===== src/rtl/addsub_datapath_if.sv =====
// Bus bundle between the add/subtract control unit and its datapath stage.
// Signal prefixes follow the datapath's point of view.
interface addsub_datapath_if #(
    parameter int WIDTH = 8,
    parameter int CNT_W = 8
);
    logic [5:0]       i_cs;
    logic [WIDTH-1:0] i_dataA;
    logic [WIDTH-1:0] i_dataB;
    logic [WIDTH-1:0] o_acc;
    logic             o_carry;
    logic             o_zero;
    logic [WIDTH-1:0] o_result;
    logic             o_resultValid;
    logic [CNT_W-1:0] o_opCount;
    logic             o_ovf;

    modport master (
        output i_cs, i_dataA, i_dataB,
        input  o_acc, o_carry, o_zero, o_result, o_resultValid, o_opCount, o_ovf
    );

    modport slave (
        input  i_cs, i_dataA, i_dataB,
        output o_acc, o_carry, o_zero, o_result, o_resultValid, o_opCount, o_ovf
    );
endinterface


===== src/rtl/addsub_datapath.sv =====
// Add/subtract datapath: RA/RB/ACC registers, flags, done-edge result capture.
// Define ADDSUB_OVF_FLAG_EN to build the signed overflow flag; otherwise ovf is tied to 0.
module addsub_datapath #(
    parameter int WIDTH = 8,
    parameter int CNT_W = 8
) (
    input logic              clock,
    input logic              reset,
    addsub_datapath_if.slave bus
);
    logic [WIDTH-1:0] r_ra;
    logic [WIDTH-1:0] r_rb;
    logic [WIDTH-1:0] r_acc;
    logic [WIDTH-1:0] r_result;
    logic [CNT_W-1:0] r_opCount;
    logic             r_carry;
    logic             r_zero;
    logic             r_resultValid;
    logic             r_doneQ;

    logic             w_en;
    logic             w_done;
    logic [2:0]       w_sel;
    logic             w_m;
    logic             w_isArith;
    logic             w_isClear;
    logic [WIDTH-1:0] w_x;
    logic [WIDTH-1:0] w_y;
    logic [WIDTH-1:0] w_yEff;
    logic [WIDTH:0]   w_sum;
    logic [WIDTH-1:0] w_accNext;
    logic             w_doneEdge;

    // Subtraction is X + ~Y + 1, so carry out means "no borrow".
    always_comb begin
        w_en       = bus.i_cs[5];
        w_done     = bus.i_cs[4];
        w_sel      = bus.i_cs[3:1];
        w_m        = bus.i_cs[0];
        w_isArith  = w_en && (w_sel == 3'b011 || w_sel == 3'b100 || w_sel == 3'b101);
        w_isClear  = w_en && (w_sel == 3'b110);
        w_x        = (w_sel == 3'b011) ? r_ra : r_acc;
        w_y        = (w_sel == 3'b101) ? r_ra : r_rb;
        w_yEff     = w_m ? ~w_y : w_y;
        w_sum      = {1'b0, w_x} + {1'b0, w_yEff} + {{WIDTH{1'b0}}, w_m};
        w_accNext  = r_acc;
        if (w_isArith) begin
            w_accNext = w_sum[WIDTH-1:0];
        end else if (w_isClear) begin
            w_accNext = '0;
        end
        w_doneEdge = w_done && !r_doneQ;
    end

    always_ff @(posedge clock) begin
        if (reset) begin
            r_ra          <= '0;
            r_rb          <= '0;
            r_acc         <= '0;
            r_result      <= '0;
            r_opCount     <= '0;
            r_carry       <= 1'b0;
            r_zero        <= 1'b0;
            r_resultValid <= 1'b0;
            r_doneQ       <= 1'b0;
        end else begin
            r_doneQ       <= w_done;
            r_resultValid <= w_doneEdge;
            r_acc         <= w_accNext;
            if (w_doneEdge) begin
                r_result <= w_accNext;
            end
            if (w_en && w_sel == 3'b001) begin
                r_ra <= bus.i_dataA;
            end
            if (w_en && w_sel == 3'b010) begin
                r_rb <= bus.i_dataB;
            end
            if (w_isArith) begin
                r_carry <= w_sum[WIDTH];
                r_zero  <= (w_sum[WIDTH-1:0] == '0);
                if (r_opCount != {CNT_W{1'b1}}) begin
                    r_opCount <= r_opCount + CNT_W'(1);
                end
            end else if (w_isClear) begin
                r_carry   <= 1'b0;
                r_zero    <= 1'b1;
                r_opCount <= '0;
            end
        end
    end

`ifdef ADDSUB_OVF_FLAG_EN
    logic r_ovf;
    logic w_ovf;

    // Signed overflow: operands agree in sign but the result sign differs.
    always_comb begin
        w_ovf = (w_x[WIDTH-1] == w_yEff[WIDTH-1]) && (w_sum[WIDTH-1] != w_x[WIDTH-1]);
    end

    always_ff @(posedge clock) begin
        if (reset) begin
            r_ovf <= 1'b0;
        end else if (w_isArith) begin
            r_ovf <= w_ovf;
        end
    end

    assign bus.o_ovf = r_ovf;
`else
    assign bus.o_ovf = 1'b0;
`endif

    assign bus.o_acc         = r_acc;
    assign bus.o_carry       = r_carry;
    assign bus.o_zero        = r_zero;
    assign bus.o_result      = r_result;
    assign bus.o_resultValid = r_resultValid;
    assign bus.o_opCount     = r_opCount;
endmodule


===== src/flat_wrapper.sv =====
// flat-port wrapper written by rule: the top's interface ports become plain ports
module addsub_datapath_flat 
#(
    parameter int WIDTH = 8,
    parameter int CNT_W = 8
)
  (clock, reset, bus_i_cs, bus_i_dataA, bus_i_dataB, bus_o_acc, bus_o_carry, bus_o_zero, bus_o_result, bus_o_resultValid, bus_o_opCount, bus_o_ovf);
  addsub_datapath_if #(.WIDTH(WIDTH), .CNT_W(CNT_W)) bus_i ();
  input logic clock;
  input logic reset;
  input wire logic [$bits(bus_i.i_cs)-1:0] bus_i_cs;
  input wire logic [$bits(bus_i.i_dataA)-1:0] bus_i_dataA;
  input wire logic [$bits(bus_i.i_dataB)-1:0] bus_i_dataB;
  output wire logic [$bits(bus_i.o_acc)-1:0] bus_o_acc;
  output wire logic [$bits(bus_i.o_carry)-1:0] bus_o_carry;
  output wire logic [$bits(bus_i.o_zero)-1:0] bus_o_zero;
  output wire logic [$bits(bus_i.o_result)-1:0] bus_o_result;
  output wire logic [$bits(bus_i.o_resultValid)-1:0] bus_o_resultValid;
  output wire logic [$bits(bus_i.o_opCount)-1:0] bus_o_opCount;
  output wire logic [$bits(bus_i.o_ovf)-1:0] bus_o_ovf;
  assign bus_i.i_cs = bus_i_cs;
  assign bus_i.i_dataA = bus_i_dataA;
  assign bus_i.i_dataB = bus_i_dataB;
  assign bus_o_acc = bus_i.o_acc;
  assign bus_o_carry = bus_i.o_carry;
  assign bus_o_zero = bus_i.o_zero;
  assign bus_o_result = bus_i.o_result;
  assign bus_o_resultValid = bus_i.o_resultValid;
  assign bus_o_opCount = bus_i.o_opCount;
  assign bus_o_ovf = bus_i.o_ovf;
  addsub_datapath #(.WIDTH(WIDTH), .CNT_W(CNT_W)) u_core (.clock(clock), .reset(reset), .bus(bus_i));
endmodule

===== config.mk =====
export PLATFORM = sky130hd
export DESIGN_NAME = addsub_datapath_flat
export DESIGN_NICKNAME = d
export VERILOG_FILES = /design/src/rtl/addsub_datapath_if.sv /design/src/rtl/addsub_datapath.sv /design/src/flat_wrapper.sv
export SDC_FILE = /design/constraint.sdc
export NUM_CORES = 1
export LEC_CHECK = 0
export CORE_UTILIZATION = 59
export CTS_BUF_LIST = sky130_fd_sc_hd__clkbuf_8
export DETAILED_ROUTE_END_ITERATION = 6
export DONT_BUFFER_PORTS = 1
export PLACE_DENSITY = 0.83
export SKIP_LAST_GASP = 1
export SLEW_MARGIN = 20
export SYNTH_ARGS = -nofsm -noshare
export SYNTH_HDL_FRONTEND = slang
export SYNTH_SLANG_ARGS = --single-unit

===== constraint.sdc =====
create_clock -name clock -period 2.7 [get_ports clock]
set_input_delay 0.135 -clock clock [delete_from_list [all_inputs] [get_ports clock]]
set_output_delay 0.135 -clock clock [all_outputs]
set_load 0.005 [all_outputs]

* After elaboration in Yosys (flattened, before gate mapping) *
Cells that the tools add are included.

storage, ports and cells
  register bits = 44
  input port bits = 24
  output and inout port bits = 28

cells by class
  equality and inequality tests = 8
  bitwise gates (word level) = 1
  add/sub/neg operators = 3
  reductions and logical operators = 11
  mux-type cells = 12

operators with widths
  operator                                        count
  two-way mux 8 bit                               8
  adder 8 x 8 -> 9 bit                            1
  adder 9 x 1 -> 9 bit                            1
  == test 3 bit (second input constant)           3
  adder 8 x 1 -> 8 bit (second input constant)    1
  logical NOT 8 bit                               1
  != test 8 bit (second input constant)           1
  NOT 8 bit                                       1
  == test 3 x 2 -> 1 bit (second input constant)  2
  logical AND 1 bit                               5
  two-way mux 1 bit                               4
  == test 3 x 1 -> 1 bit (second input constant)  1
  logical OR 1 bit                                2
  != test 2 bit (second input constant)           1
  AND reduction 2 bit                             1
  nonzero test 2 bit                              1
  logical NOT 1 bit                               1

* Longest topological paths before layout *
  depth after elaboration = 8
  depth in mapped cells = 12
  depth with buffers taken out = 11

* Worst setup path before layout *
OpenSTA, ideal clock, no wires.

  kind = reg2reg
  start = register u_core.r_ra[0]
  end = register u_core.r_zero, in the netlist u_core.bus.o_zero
  arrival time = 2.761 ns
  slack = -0.130 ns
  cell stages (with the launch flop) = 9
  cell sequence = dfxtp_1 -> and2_2 -> a221o_1 -> a211o_2 -> fa_1 -> or4_1 -> o32a_1 -> a211o_1 -> o21ai_1

between the ends
  cells in the longest elaborated chain, start to end = 7

RTL lines
  item                      RTL line               text
  from (decl)               addsub_datapath.sv:11  logic [WIDTH-1:0] r_ra;
  from (signal assigned)    addsub_datapath.sv:74  r_ra <= bus.i_dataA;
  two-way mux 8 bit         addsub_datapath.sv:43  w_y = (w_sel == 3'b101) ? r_ra : r_rb;
  NOT 8 bit                 addsub_datapath.sv:44  w_yEff = w_m ? ~w_y : w_y;
  two-way mux 8 bit         addsub_datapath.sv:44
  adder 8 x 8 -> 9 bit (*)  addsub_datapath.sv:45  w_sum = {1'b0, w_x} + {1'b0, w_yEff} + {{WIDTH{1'b0}}, w_m};
  adder 9 x 1 -> 9 bit (*)  addsub_datapath.sv:45
  logical NOT 8 bit (*)     addsub_datapath.sv:81  r_zero <= (w_sum[WIDTH-1:0] == '0);
  two-way mux 1 bit (*)     addsub_datapath.sv:79  if (w_isArith) begin
  to (signal assigned)      addsub_datapath.sv:81
  to (decl)                 addsub_datapath.sv:17  logic r_zero;

Every way passes the cells marked *; elsewhere a longest branch is shown, timed or not.
A chain may end at the register's enable or synchronous reset.

* Worst setup path in the final report *
Ends and elaborated chain as after synthesis.

==> impl_summary.txt <==
----------------------------------------------------
[Floorplanning]
  Top Ports ... between 50 and 60
  Site row count ... 22
  Floorplan Core Area ... roughly 3800 µm²
  Floorplan die area ... 4280 µm²
  Initial core utilization ... 62.9%
  Vert. Die Dim ... about 65 µm
  Die width ... approximately 65 µm

[Cells and area]
  Summed area of non-filler cells in the final layout ... about 2800 µm²
  Core Util, Final ... about three quarters
  Count of inserted antenna diode cells ... 0
  # nets final ... 322
  Syn-to-layout area delta ... 19.4%
  Fraction of layout cells with a size suffix above 1 ... between 10% and 20%
  Count of non-filler cells in the finished layout ... 338

[Placement]
  Placed instance area ... approximately 2500 µm²
  Number of I/O port buffers ... 0
  Placement-stage worst setup slack ... -0.0692 ns
  Estimated wirelength of the detail-placed design ... approximately 3700 µm
  Final weighted congestion in routability-driven placement ... roughly 0.88
  Total instance count after detailed placement ... approximately 310

[Route]
  Number of vias after detailed routing ... 2,045
  Number of iterations in the first detailed-routing pass ... 4
  Routed length per placed instance ... 16.4 µm
  Drt via density ... approximately 6
  Number of DRC violations after detailed routing ... 0
  Starting DRT DRC Count ... 154
  WL final ... 5560 µm
  DRT antenna net count ... 0

[Worst setup path]
  Worst reg2reg setup slack ... -0.05 ns
  Sort of element at the start of the critical path ... register
  Data arrival time of the worst path ... between 2 and 3 ns
  Cell depth of the worst flop-to-flop path ... 8
  Critical path's slowest cell ... sky130_fd_sc_hd__or4_1
  Startpoint of the lowest-slack register-to-register path ... u_core.r_ra[0]
  Crit Path Category ... register to register
  Critical path endpoint category ... register
  WP data required ... about 2.9 ns
  Reg-to-Reg End ... u_core.bus.o_zero
  Slowest Stage Delay on Critical Path ... 0.51 ns
  Critical-path cell list ... and2_4, a221o_1, a211o_2, fa_2, or4_1, o32a_1, a211o_1, o21ai_1
  Maximum fanout along the worst path ... 2

[Synth]
  Yosys cell types ... 53
  Cell area after technology mapping ... 2370 µm²
  Synthesized instance count ... about 260
  Fraction of the yosys area taken by sequential cells ... a little under two fifths
  Number of synthesized register bits ... 44
  Count of flip-flops with a built-in enable after synthesis ... 0
  Mean instance size in the synthesized netlist ... ~9.1 µm²
  Share of flip-flops with an asynchronous set or reset after synthesis ... 0%
  Syn. warnings ... 0
  Post-synthesis net count ... around 300
  Most used flip-flop cell after synthesis ... sky130_fd_sc_hd__dfxtp_1

[STA]
  Slew at the pin closest to its max-slew limit ... 0.525 ns
  Setup repair after global routing missed its margin ... true
  Max Clk Rate ... about 360 MHz
  Count of endpoints failing hold in the final timing report ... 0
  Final critical-path setup slack ... -0.0462 ns
  Ratio of final minimum period to clock period ... 102%
  Post-route clock skew ... ~0.009 ns
  Endpoints failing setup ... 1
  Max Slew Vio Count ... 0
  Final sum of negative setup slack ... -0.0462 ns
  Worst hold slack across all endpoints ... 0.00878 ns
  Shortest clock period the worst path allows after layout ... approximately 2.7 ns
  Slew HR ... 64.8%

[CTS]
  Clock insertion delay at the later pin of the skew report ... around 0.30 ns
  Post-CTS clock slew at the launch and capture registers of the worst setup and hold paths ... around 0.090 ns
  Buffer depth of the longest clock path ... 2
  TritonCTS Buffers ... 5
  Number of sinks on the clock net ... 44
  H-tree levels ... 2
  TritonCTS clock tree ... built
  CTS Root Cell ... sky130_fd_sc_hd__clkbuf_8

[Run]
  Max Cap Violations ... 0

[Global routing]
  First-pass GRT wire length ... 8990 µm
  Total gr overflow ... 0
  Number of antenna violations at the first check in global routing ... 0
  Global Route Usage Sum ... roughly 28%
  Pin count of the biggest net entering global routing ... 37
  Number of global-route vias before repair ... 2,024

[Power]
  Leak pwr ... 1.17 nW
  Tot Pwr ... roughly 1.5 mW
  Worst supply voltage drop on vdd ... roughly 0.00032 V
  Power Density ... between 500 and 600 nW/µm²

[Worst hold path]
  Endpoint of the worst hold-timing path ... u_core.bus.o_zero
  Hold Path Class ... primary input to register
  Hold Crit Depth ... 2
  Launch instance of the worst min-delay path ... reset

[Status]
  Violated checks ... setup timing
  Result of the run ... finished, violations left

----------------------------------------------------
==> cells in the mapped netlist (7+ instances only) <==
master	n	area, µm²
sky130_fd_sc_hd__a211oi_1	8	60.1
sky130_fd_sc_hd__clkbuf_1	8	30.0
sky130_fd_sc_hd__xnor2_1	11	96.3
sky130_fd_sc_hd__mux2_2	7	78.8
sky130_fd_sc_hd__xor2_1	7	61.3
sky130_fd_sc_hd__dfxtp_1	44	881
sky130_fd_sc_hd__nand2_1	8	30.0
sky130_fd_sc_hd__mux2i_1	23	230
sky130_fd_sc_hd__ha_1	8	100
sky130_fd_sc_hd__nor2b_1	7	43.8
sky130_fd_sc_hd__nor2_1	46	173
sky130_fd_sc_hd__a21oi_1	16	80.1
==> layout make-up <==
cell class	instances	area, µm²
Tap cell	48	60.1
Clock buffer	5	68.8
Multi-Input combinational cell	200	1450
Sequential cell	44	882
Clock inverter	3	46.3
Fill cell	261	937
Inverter	4	15.0
Timing Repair Buffer	34	310
==> routing by layer <==
| layer | part of all wire (%) | global-route usage, % | vias up |
|---|---|---|---|
| li1 | - | - | 986 |
| met1 | 41 | 31.1 | 970 |
| met2 | 49 | 46.5 | 72 |
| met3 | 6.9 | 9.55 | 17 |
| met4 | 2.6 | 12.2 | 0 |
| met5 | 0 | 0 | - |
==> how the worst max path moves through the flow <==
stage,start,endpoint,slack (ns),depth (start not counted)
floorplan,u_core.r_ra[0],u_core.bus.o_zero,-0.02,8
finish,u_core.r_ra[0],u_core.bus.o_zero,-0.05,8
global route,u_core.r_ra[0],u_core.bus.o_zero,-0.12,8
CTS,u_core.r_ra[0],u_core.bus.o_zero,-0.09,8
global placement,u_core.r_ra[0],u_core.bus.o_zero,-0.02,8
detailed placement,u_core.r_ra[0],u_core.bus.o_zero,-0.07,8
==> repair_timing <==
action / CTS / global route
hold buffers: 18 / 0
setup endpoints to repair: 1 / 4
pin swaps: 0 / 2
hold endpoints to repair: 36 / 0
setup buffers: 0 / 0
gates resized for setup: 0 / 6
==> sequential cells by signal, indices dropped and copies added (netlist names) <==
name and flops:
u_core.bus.o_result 8, u_core.bus.o_resultValid 1, u_core.bus.o_acc 8, u_core.bus.o_zero 1
u_core.r_rb 8, u_core.bus.o_carry 1, u_core.r_doneQ 1, u_core.bus.o_opCount 8
u_core.r_ra 8
==> power by group <==
part	switching [mW]	total [mW]	internal, mW
Combinational	0.125	0.245	0.120
Clock	0.234	0.513	0.279
Sequential	0.0235	0.698	0.674
==> logic make-up (layout without fill, tap and decap cells) <==
kind of cell | count (synthesis) | in the layout | synth area share [%]
AND/OR/NAND/NOR | 88 | 88 | 18.4
AO/OA/AOI/OAI | 54 | 54 | 16.7
flip-flops | 44 | 44 | 37.1
multiplexers | 30 | 30 | 13.0
XOR/XNOR | 18 | 18 | 6.64
buffers and inverters | 17 | 46 | 2.95
adder cells (fa/ha/maj) | 9 | 9 | 5.06
other | 1 | 1 | 0.158
==> critical path: cells and delay by family (launching register included) <==
family                     cells  cell delay (ns)
DFF                            1             0.33
AOI/OAI and AO/OA              5             1.30
and+or+nand+nor                2             0.64
adders and majority gates      1             0.42
==> placed cells by master (no fill, tap or decap), drive strengths merged, types with 8 or more instances in the layout <==
cell type	count
xnor2	11
buf	17
a211oi	9
nor2	46
dlygate4sd3	17
dfxtp	44
mux2i	23
a21oi	16
ha	8
o21ai	8
nand2	8
Power figures use the tool's default switching activity.
